$ cat config.mk
export PLATFORM = sky130hd
export DESIGN_NAME = core_hlink_rx_fifo
export DESIGN_NICKNAME = d
export VERILOG_FILES = /design/src/rtl/core_hlink_rx_fifo.sv
export SDC_FILE = /design/constraint.sdc
export NUM_CORES = 1
export LEC_CHECK = 0
export ABC_AREA = 0
export CORE_UTILIZATION = 58
export DETAILED_ROUTE_END_ITERATION = 12
export PLACE_DENSITY = 0.84
export SYNTH_ARGS = -nofsm -noshare
export SYNTH_HDL_FRONTEND = slang
export SYNTH_SLANG_ARGS = --single-unit
$ cat constraint.sdc
create_clock -name clk -period 6.17 [get_ports clk]
set_input_delay 1.234 -clock clk [delete_from_list [all_inputs] [get_ports clk]]
set_output_delay 1.234 -clock clk [all_outputs]
set_load 0.005 [all_outputs]
$ cat src/rtl/core_hlink_rx_fifo.sv
// rtl/core_hlink_rx_fifo.sv - receive-side elastic buffer for the core-to-core activation link
//
// Purpose: captures every word the upstream link register presents (no
// backpressure) into a small FIFO. It hands words to the local activation
// consumer over a show-ahead valid/ready handshake. Dropped words raise a
// sticky overflow flag, and an almost-full hint lets the scheduler throttle
// the sending core.
//
// Ports:
//   clk           system clock, all logic on rising edge
//   rst           synchronous active-high reset
//   hlink_rdata   link word from upstream core
//   hlink_rvalid  word valid this cycle; cannot be stalled
//   act_rdata     head-of-FIFO word to local core (0 when empty)
//   act_rvalid    act_rdata holds a valid word
//   act_rready    local core accepts act_rdata this cycle
//   fifo_cnt      current occupancy
//   afull         fifo_cnt >= AFULL_TH
//   overflow      sticky: a link word was dropped
//   ovf_clr       clears overflow (a same-cycle drop wins)

module core_hlink_rx_fifo #(
  parameter int CACHE_DATA_WIDTH = 32,
  parameter int DEPTH            = 4,
  parameter int AFULL_TH         = DEPTH - 1
) (
  input  logic                         clk,
  input  logic                         rst,
  input  logic [CACHE_DATA_WIDTH-1:0]  hlink_rdata,
  input  logic                         hlink_rvalid,
  output logic [CACHE_DATA_WIDTH-1:0]  act_rdata,
  output logic                         act_rvalid,
  input  logic                         act_rready,
  output logic [$clog2(DEPTH+1)-1:0]   fifo_cnt,
  output logic                         afull,
  output logic                         overflow,
  input  logic                         ovf_clr
);

  localparam int AW = $clog2(DEPTH);
  localparam int CW = $clog2(DEPTH + 1);
  localparam logic [CW-1:0] DEPTH_C    = CW'(DEPTH);
  localparam logic [CW-1:0] AFULL_TH_C = CW'(AFULL_TH);

  logic [CACHE_DATA_WIDTH-1:0] mem [DEPTH];
  logic [AW-1:0]               wr_ptr;
  logic [AW-1:0]               rd_ptr;
  logic [CW-1:0]               cnt;

  logic full;
  logic empty;
  logic push;
  logic pop;
  logic drop;

  assign full  = (cnt == DEPTH_C);
  assign empty = (cnt == '0);
  assign pop   = act_rvalid & act_rready;
  // A pop on the same edge frees a slot, so a full FIFO still accepts the word.
  assign push  = hlink_rvalid & (~full | pop);
  assign drop  = hlink_rvalid & full & ~pop;

  // Outputs derive only from registered state; gating the read data with
  // empty keeps act_rdata at zero after reset even though mem is not reset.
  assign act_rvalid = ~empty;
  assign act_rdata  = empty ? '0 : mem[rd_ptr];
  assign fifo_cnt   = cnt;
  assign afull      = (cnt >= AFULL_TH_C);

  // Storage array: deliberately not reset.
  always_ff @(posedge clk) begin
    if (!rst && push) begin
      mem[wr_ptr] <= hlink_rdata;
    end
  end

  always_ff @(posedge clk) begin
    if (rst) begin
      wr_ptr   <= '0;
      rd_ptr   <= '0;
      cnt      <= '0;
      overflow <= 1'b0;
    end else begin
      // DEPTH is a power of two, so the pointers wrap naturally.
      if (push) begin
        wr_ptr <= wr_ptr + 1'b1;
      end
      if (pop) begin
        rd_ptr <= rd_ptr + 1'b1;
      end
      case ({push, pop})
        2'b10:   cnt <= cnt + 1'b1;
        2'b01:   cnt <= cnt - 1'b1;
        default: cnt <= cnt;
      endcase
      if (drop) begin
        overflow <= 1'b1;
      end else if (ovf_clr) begin
        overflow <= 1'b0;
      end
    end
  end

endmodule

# After elaboration in Yosys (flattened, before gate mapping)
# Memories as Yosys holds them, arrays and structs flattened. A register that Yosys moved wholly into a read port is not among the register bits.
# Cells that the tools add are included.
totals:
  n_memories: 1
  mem_bits_rw: 128
  elab_cells: 34
  output_inout_bits: 38
  reg_bits: 8
memory_table:
  columns: ["memory", "depth", "width", "rd", "rd_ports_with_merged_regs", "write_ports", "line_no", "text"]
  rows:
  - ["mem", 4, 32, 1, 1, 1, "45", "logic [CACHE_DATA_WIDTH-1:0] mem [DEPTH];"]
op_classes:
  n_addsub: 4
  n_eq_ne: 3
  muxes: 8
  magnitude_cmp: 1
  bitwise_logic: 8
  reduce_logical: 5
op_table:
  columns: ["op", "n"]
  rows:
  - ["$mux 32", 1]
  - ["$pmux 3 s2", 1]
  - ["$add 2x1->2 const B", 2]
  - ["$and 1x1->1", 4]
  - ["$mux 1", 4]
  - ["$mux 2", 2]
  - ["$reduce_bool 2->1", 2]
  - ["$add 3x1->3 const B", 1]
  - ["$eq 3x3->1 const B", 1]
  - ["$ge 3x2->1 const B", 1]
  - ["$logic_not 3->1", 1]
  - ["$not 1->1", 3]
  - ["$sub 3x1->3 const B", 1]
  - ["$eq 2x1->1 const B", 1]
  - ["$eq 2x2->1 const B", 1]
  - ["$logic_and 1x1->1", 1]
  - ["$logic_not 1->1", 1]
  - ["$or 1x1->1", 1]

# Longest topological paths before layout
depth:
  depth_word: 8
  mapped_depth: 8

# Least setup slack after synthesis
# Ideal clock, no wire load.
synth_timing:
  kind: "in2reg"
  from: "input hlink_rvalid"
  to: "memory mem[0][0] (enable)"
  setup_ps: 392
  arrival_time_ps: 2581
  cell_stages: 4
  path_slack_ps: 3197
  t_required_ps: 5778
  path_buffers: 1
  cell_sequence: "buf_2 -> inv_1 -> nor3_1 -> and2_1"
synth_via:
  elab_chain_cells: 4
synth_rtl:
  columns: ["element", "line_no", "text"]
  rows:
  - ["start: declaration", "30", "input logic hlink_rvalid,"]
  - ["$and 1x1->1", "60", "assign push = hlink_rvalid & (~full | pop);"]
  - ["$logic_and 1x1->1", "72", "if (!rst && push) begin"]
  - ["$mux 1", "72", null]
  - ["$mux 1 (not written as such)", "73", "mem[wr_ptr] <= hlink_rdata;"]
  - ["end: declaration", "45", null]
# Every way passes these cells.

==> reports/metrics.yaml <==
die_area_mm2: 0.009851
clkSinkCount: 138
irDropWorstVdd_v: 0.0002009
areaGrowthSynthToFinish_pct: 24.84
dpl.hpwl_um: 5620
leakagePower_nw: 2.225
final_hold_viol_count: 0
fillers: 556
drive_gt1_share_pct: 18.73
routabilityCongestion: 0.6920
synth.area.top_cells: "edfxtp_1, mux4_2, and2_1, dfxtp_1, buf_12"
via_count: 2805
fin_worst_skew_ns: 0.007650
required_ns: 4.94
nets: 392
grt_pass1_wl_um: 15730
cts_hold_buf: 0
slew_headroom_pct: 39.88
synth_ff_type: "edfxtp_1"
fp.dieW_um: 99.25
drc: 0
grt_max_degree: 35
multi_input_area_mm2: 0.001295
io_pins: 75
syn_inst: 272
synth.ff_latch_count: 138
drv_cap: 0
r2r_start: "fifo_cnt[0]"
finalSetupTns_ns: 0
ant_nets: 0
timing.hold.ws_ns: 0.5461
synth_area_mm2: 0.005485
slew_violations: 0
seq_area_mm2: 0.004046
dp.cells: 442
hold_start: "wr_ptr[1]"
yosys_warnings: 0
finish.utilization_pct: 74.46
outcome: "finished, final reports clean"
cts_setup_buffers: 0
finalSetupViolations: 0
synth-edff-count: 128
die_h_um: 99.25
drt_iter0_markers: 161
hold_path.class: "register to register"
endpoint_kind: "output pin"
diodes: 0
core_area_mm2: 0.009196
yosys.cell_types.count: 34
cts_resized: 0
start_util_pct: 59.65
wirelength_um: 10040
io_buffers: 74
max_freq_ghz: 0.2476
synth_top_area_share_pct: 70.07
cts_tree: "yes"
pwr_density_cell_mw_per_mm2: 351.3
wl_per_cell_um: 21.17
dr.pass1.iters: 5
post-synth-top-area-cell: "edfxtp_1"
cp.arrival_ns: 2.80
yosysSeqAreaShare_pct: 73.72
clkTransAtPathRegs_ns: 0.06
min_period_ns: 4.039
tightest_slew_ns: 0.9018
worstSetupStartpointType: "register"
synth_area_per_cell_um2: 20.17
crit_fanout: 18
htreeDepth: 4
antenna_found_initial: 0
async_reset_ff_share_pct: 0
path_class: "register to output pin"
cts_made_buffers: 17
rsz0062_at_grt: "false"
clock_latency_ns: 0.51
finalCritPeriodShare_pct: 65.46
grtUsageTotal_pct: 22.56
vias_per_cell: 5.918
grt_pass1_vias: 2921
clockRootBuffer: "clkbuf_8"
gr-total-overflow: 0
syn-num-nets: 314
fp-row-count: 35
clockBufferDepth: 2
layoutNonFillerInstCount: 474
==> final timing paths <==
path | endpoint | slack (ns) | depth (start not counted)
hold / removal | wr_ptr[1] | 0.55 | 2
setup reg to reg | mem[3][11] | 3.91 | 3
hold reg to reg | wr_ptr[1] | 0.55 | 2
setup / recovery | act_rdata[0] | 2.13 | 4
==> worst max-delay path, cell delays in order, from the launching register on <==
cell	delay, ns
dfxtp_2	0.65
buf_4	0.42
mux4_1	0.60
and2_1	0.18
clkdlybuf4s50_1	0.44
==> per-layer routing <==
metal	vias up	global-route usage, %	wire length (um)
li1	1239	-	-
met1	1428	28.40	3947
met2	132	36.22	5322
met3	6	5.833	676
met4	0	12.56	89
met5	-	0	0
==> layout make-up <==
cell class	instances	share of cell area (%)
clock buffers	18	6.103
clock inverters	14	2.613
inverters	6	0.3289
multi-input cells	112	18.91
flip-flops and latches	138	59.09
well taps	111	2.028
repair buffers	75	10.93
==> cell families after synthesis <==
logic type | count (synthesis) | synth area share [%]
AOI/OAI and AO/OA | 15 | 1.893
buffers and inverters | 22 | 2.760
DFF | 138 | 73.72
adders and majority gates | 5 | 1.277
muxes | 32 | 13.28
and+or+nand+nor | 56 | 6.433
xor gates and xnor gates | 4 | 0.6386
==> flip-flops by register name, indices dropped and copies added (netlist names), named ones only <==
name and count:
fifo_cnt 3, wr_ptr 2, overflow 1, mem 128
rd_ptr 2
==> power by group <==
group | leakage [nW] | switching (mW) | internal [mW] | total [mW]
clock | 0.287 | 0.362 | 0.650 | 1.01
combinational | 0.693 | 0.119 | 0.192 | 0.310
sequential | 1.24 | 0.0294 | 1.05 | 1.08
==> stage by stage <==
step / instance area, um2 / setup WS (ns) / total power, mW
detailed placement: 6251 / 2.553 / 1.415
CTS: 6848 / 2.015 / 2.432
finish: 6848 / 2.131 / 2.406
global route: 6848 / 1.896 / 2.494
global placement: 6251 / 2.586 / 1.409
floorplan: 5485 / 3.197 / 1.273
==> synth_stat cells, drive strengths merged, types with 2 or more instances <==
cell / instances
a21oi: 3
edfxtp: 128
o2111ai: 2
clkbuf: 4
nand3: 3
buf: 12
inv: 6
o31ai: 2
and2: 36
xor2: 4
nand3b: 2
mux4: 32
or3: 3
o21ai: 2
dfxtp: 10
nor2: 7
ha: 4
==> cells in the final DEF (no fill, tap or decap), drive strengths merged <==
cell	netlist	layout
edfxtp	128	128
clkdlybuf4s50	0	74
and2	36	36
mux4	32	32
clkbuf	4	18
dfxtp	10	10
clkinv	0	8
nor2	7	7
inv	6	6
xor2	4	4
ha	4	4
bufinv	0	4
nand3	3	3
a21oi	3	3
or3	3	3
o2111ai	2	2
o31ai	2	2
o21ai	2	2
nand3b	2	2
clkinvlp	0	2
nor4b	1	1
nor3	1	1
a21o	1	1
or2	1	1
a221oi	1	1
o311ai	1	1
nor2b	1	1
nand2b	1	1
o211ai	1	1
o21bai	1	1
a31oi	1	1
fa	1	1
buf	12	1
No activity file was read; power rests on OpenSTA's default activity.
